==> src/rtl/counter_pkg.sv <==
// Shared types and helpers for the up/down modulo counter.
// Direction and mode encodings, plus the prescaler phase width.
package counter_pkg;

    typedef enum logic {
        DIR_DOWN = 1'b0,
        DIR_UP   = 1'b1
    } dir_e;

    typedef enum logic {
        MODE_WRAP = 1'b0,
        MODE_SAT  = 1'b1
    } mode_e;

    // Phase register width; a one-bit floor keeps PRESCALE==1 legal.
    function automatic int phase_w(input int prescale);
        return (prescale <= 1) ? 1 : $clog2(prescale);
    endfunction

endpackage

==> src/rtl/counter_prescaler.sv <==
// Step-tick generator: one tick every PRESCALE enabled cycles.
// PRESCALE==1 passes en straight through as the tick.
module counter_prescaler
    import counter_pkg::*;
#(
    parameter int PRESCALE = 1
) (
    input  logic clk,
    input  logic reset,
    input  logic clr,
    input  logic en,
    output logic tick
);

    localparam int PW = phase_w(PRESCALE);
    localparam logic [PW-1:0] LAST = PW'(PRESCALE - 1);

    logic [PW-1:0] phase_q;
    logic [PW-1:0] phase_d;

    assign tick = (PRESCALE == 1) ? en : (en && (phase_q == LAST));

    // Next phase: advance while enabled, wrap on tick, hold when idle.
    always_comb begin
        phase_d = phase_q;
        if (clr) begin
            phase_d = '0;
        end else if (tick) begin
            phase_d = '0;
        end else if (en) begin
            phase_d = phase_q + PW'(1);
        end
    end

    // Phase register; reset and load both discard partial progress.
    always_ff @(posedge clk) begin
        if (reset) begin
            phase_q <= '0;
        end else begin
            phase_q <= phase_d;
        end
    end

endmodule

==> src/rtl/updown_mod_counter.sv <==
// Up/down modulo-(MAX_VAL+1) counter with load, wrap/saturate, flags.
// Optional count capture port pair under COUNTER_CAPTURE_EN.
module updown_mod_counter
    import counter_pkg::*;
#(
    parameter int WIDTH    = 8,
    parameter int MAX_VAL  = 255,
    parameter int PRESCALE = 1
) (
    input  logic             clk,
    input  logic             reset,
    input  logic             en,
    input  logic             up,
    input  logic             sat,
    input  logic             load,
    input  logic [WIDTH-1:0] load_val,
    output logic [WIDTH-1:0] count,
    output logic             tc,
    output logic             sat_hit
`ifdef COUNTER_CAPTURE_EN
    ,
    input  logic             capture,
    output logic [WIDTH-1:0] cap_count
`endif
);

    localparam logic [WIDTH-1:0] MAX_W = WIDTH'(MAX_VAL);

    logic             tick;
    logic [WIDTH-1:0] count_q;
    logic [WIDTH-1:0] count_d;
    logic             tc_q;
    logic             tc_d;
    logic             sat_hit_q;
    logic             sat_hit_d;
    logic [WIDTH-1:0] ld_clip;
    dir_e             dir;
    mode_e            mode;

    assign dir     = dir_e'(up);
    assign mode    = mode_e'(sat);
    assign ld_clip = (load_val > MAX_W) ? MAX_W : load_val;

    counter_prescaler #(
        .PRESCALE(PRESCALE)
    ) u_prescaler (
        .clk  (clk),
        .reset(reset),
        .clr  (load),
        .en   (en),
        .tick (tick)
    );

    // Next count and boundary flags: load beats step beats hold.
    always_comb begin
        count_d   = count_q;
        tc_d      = 1'b0;
        sat_hit_d = 1'b0;
        if (load) begin
            count_d = ld_clip;
        end else if (tick) begin
            if (dir == DIR_UP) begin
                if (count_q < MAX_W) begin
                    count_d = count_q + WIDTH'(1);
                end else if (mode == MODE_WRAP) begin
                    count_d = '0;
                    tc_d    = 1'b1;
                end else begin
                    sat_hit_d = 1'b1;
                end
            end else begin
                if (count_q != '0) begin
                    count_d = count_q - WIDTH'(1);
                end else if (mode == MODE_WRAP) begin
                    count_d = MAX_W;
                    tc_d    = 1'b1;
                end else begin
                    sat_hit_d = 1'b1;
                end
            end
        end
    end

    // Count and flag registers.
    always_ff @(posedge clk) begin
        if (reset) begin
            count_q   <= '0;
            tc_q      <= 1'b0;
            sat_hit_q <= 1'b0;
        end else begin
            count_q   <= count_d;
            tc_q      <= tc_d;
            sat_hit_q <= sat_hit_d;
        end
    end

    assign count   = count_q;
    assign tc      = tc_q;
    assign sat_hit = sat_hit_q;

`ifdef COUNTER_CAPTURE_EN
    logic [WIDTH-1:0] cap_q;

    // Snapshot of the pre-update count on a capture strobe.
    always_ff @(posedge clk) begin
        if (reset) begin
            cap_q <= '0;
        end else if (capture) begin
            cap_q <= count_q;
        end
    end

    assign cap_count = cap_q;
`endif

endmodule

==> config.mk <==
export PLATFORM = sky130hd
export DESIGN_NAME = updown_mod_counter
export DESIGN_NICKNAME = d
export VERILOG_FILES = /design/src/rtl/counter_pkg.sv /design/src/rtl/counter_prescaler.sv /design/src/rtl/updown_mod_counter.sv
export SDC_FILE = /design/constraint.sdc
export NUM_CORES = 1
export LEC_CHECK = 0
export ABC_AREA = 1
export BUFFER_PORTS_ARGS = -buffer_cell sky130_fd_sc_hd__buf_4
export CAP_MARGIN = 10
export CORE_ASPECT_RATIO = 0.8
export CORE_MARGIN = 1
export CORE_UTILIZATION = 58
export CTS_BUF_LIST = sky130_fd_sc_hd__clkbuf_8
export CTS_CLUSTER_SIZE = 20
export DETAILED_ROUTE_END_ITERATION = 10
export PLACE_DENSITY = 0.93
export SKIP_CTS_REPAIR_TIMING = 1
export SLEW_MARGIN = 10
export SYNTH_ARGS = -nofsm -noshare
export SYNTH_HDL_FRONTEND = slang
export SYNTH_SLANG_ARGS = --single-unit
==> constraint.sdc <==
create_clock -name clk -period 3.4 [get_ports clk]
set_input_delay 0.34 -clock clk [delete_from_list [all_inputs] [get_ports clk]]
set_output_delay 0.34 -clock clk [all_outputs]
set_load 0.005 [all_outputs]
==> flow_summary.toml <==
[timing]
relSlewSlack = 0.715
tns_ns = 0
grt_setup_unrepaired = "no"
hold_violations = 0
holdWs_ns = 0.296
period_needed_ns = 1.71
setup_violations = 0
slew_violations = 0
fmax_mhz = 585
post-route-period-util = 0.503
worst_pin_slew_ns = 0.426
skew_ns = 0.00165

[die]
die_area_mm2 = 0.00179
core-area_mm2 = 0.00146
ioPinCount = 24
start_util = 0.648
die_height_um = 38.1
die_x_um = 47.1
rows = 12

[setup_path]
endpoint_kind = "flop"
crit_type = "reg2reg"
cp.buffers_inverters = 1
worst_setup_path_start_kind = "flop"
path_delay_family = "simple AND/OR/NAND/NOR gates"
required_ns = 3.51
critPathMaxFanout = 9
crit_arrival_ns = 1.82
cpPeakStageDelay_ns = 0.43
path_cells = "ha_1, nand2_2, nor2_4, nand4_2, nand3_4, inv_4, o21ai_1, a21oi_1"
worst_path_max_delay_cell = "dfxtp_1"

[detailed_routing]
wire_per_inst_um = 13.8
drt_iter0_drc = 42
routed_via_density = 5.79
antenna_left = 0
top_layer = "met4"
drt-met1-wl_um = 1100
drc = 0
wl_um = 2750
dr_wl_met2_um = 1340
via_count = 1152
wl_met3_um = 229
first_pass_iters = 4

[clock_tree]
cts_tree = "done"
htreeDepth = 1
tritoncts.num_buffers = 3
clock_sinks = 10
clockBufferDepth = 2
cts_root_buf = "clkbuf_8"
worstSkewPairLatency_ns = 0.23
path_clk_slew_ns = 0.04

[final_layout]
antennaDiodeCount = 0
nets = 197
layout_commonest_cell = "nand2_1"
final_cell_mix = "40 x nand2_1, 23 x buf_4, 22 x nand3_1, 17 x inv_1, 13 x nor2_1"
area_delta_synth_final_pct = 22.7
num-fill-cells = 110
layout-drive-gt1-share = 0.242

[outcome]
status = "finished, final reports clean"

[power]
power_density_mw_per_mm2 = 359
p_seq_frac = 0.359
swShare = 0.359
combPwrFrac = 0.358
leakage_nw = 0.581
clockPowerShare = 0.283
fin_total_pwr_uw = 416
power.switching_uw = 149
internal-power_uw = 267
ir_drop_mv = 0.349

[synthesis]
syn-num-nets = 173
ys_seq_area_frac = 0.212
synthDistinctLibCells = 26
ys_ff_latch = 10
synth_top_area_frac = 0.212
syn_area_um2 = 943
yosys-top-cells-area = "dfxtp_1 21%, nand2_1 16%, nand3_1 12%"
yosys.area.top_type = "dfxtp_1"
syn_inst = 156
ys_warn_count = 0
avgSynthCellArea_um2 = 6.05

[grt]
grt_pass1_wl_um = 4310
gr-usage-all-layers = 0.353
antenna_found_initial = 0
grt_pass1_vias = 995
grt_max_degree = 13
overflow = 0

[flow_run]
drv_cap = 0

[placed_design]
gp_congestion = 0.974
dpl.hpwl_um = 2080
portBuffers = 23

[hold_path]
min-delay-path-class = "in2reg"
## path summary, 6_finish.rpt
check / startpoint / endpoint / slack (ns) / cells after the start
worst max-delay path: count[0] / count[3] / 1.69 / 8
worst min-delay path: sat / tc / 0.30 / 2
worst max register to register: count[0] / count[3] / 1.69 / 8
worst min register to register: count[1] / count[1] / 0.54 / 2
## routing by layer
metal,up-vias,track usage
met5,-,0
met1,511,0.421
li1,556,-
met2,72,0.601
met4,0,0.129
met3,13,0.0943
## worst register-to-register path, delay by kind of cell (launching register included)
family | cells | cell delay [ns]
flops | 1 | 0.43
simple gates | 4 | 0.61
fa+ha+maj | 1 | 0.23
buf+inv | 1 | 0.09
compound gates | 2 | 0.24
## final cells by class
type / instances / area (um2) / share of cell area
multi-input cells: 122 / 639 / 0.552
flip-flops and latches: 10 / 200 / 0.173
repair buffers: 23 / 173 / 0.149
inverters: 20 / 77.6 / 0.0670
clock buffers: 3 / 41.3 / 0.0357
well taps: 21 / 26.3 / 0.0227
## cells in the mapped netlist
library cell,n
buf_2,3
inv_2,2
nand3_4,1
inv_1,17
nor4_1,2
inv_4,1
o211ai_1,1
o21ai_0,8
buf_6,1
o21ai_1,5
nand2_2,2
nand3b_1,1
nand3_2,2
nand4_2,1
or2_2,3
xor2_1,1
nor2_1,13
nor2_2,1
nand3_1,22
a21oi_2,1
nor2_4,3
nand4_1,1
ha_1,3
nand2_1,40
dfxtp_1,10
a21oi_1,11
## per-stage QoR
step / instance area (um2) / setup WS (ns) / utilization / instances
after floorplan: 943 / 2.00 / - / 156
after CTS: 1160 / 1.75 / 0.795 / 199
after global placement: 1120 / 1.86 / 0.766 / 196
final: 1160 / 1.69 / 0.795 / 199
after global routing: 1160 / 1.63 / 0.795 / 199
after detailed placement: 1120 / 1.76 / 0.766 / 196
## power by group through the flow
stage                     Sequential, mW  Clock [mW]  Combinational [mW]
after floorplan                    0.143           0               0.102
after global placement             0.150           0               0.140
after detailed placement           0.151           0               0.145
after CTS                          0.148       0.119               0.147
after global routing               0.151       0.125               0.165
final                              0.149       0.118               0.149
## sequential cells by signal (all words and copies together), names as in the netlist
name     flops
tc           1
sat_hit      1
count        8
## kinds of logic (layout without fill, tap and decap cells)
kind of cell / after synthesis / in the layout / synth area share
simple gates: 92 / 92 / 0.484
flops: 10 / 10 / 0.212
buf+inv: 24 / 46 / 0.110
compound gates: 26 / 26 / 0.145
xor+xnor: 1 / 1 / 0.00929
fa+ha+maj: 3 / 3 / 0.0398
(Power assumes the default switching activity.)
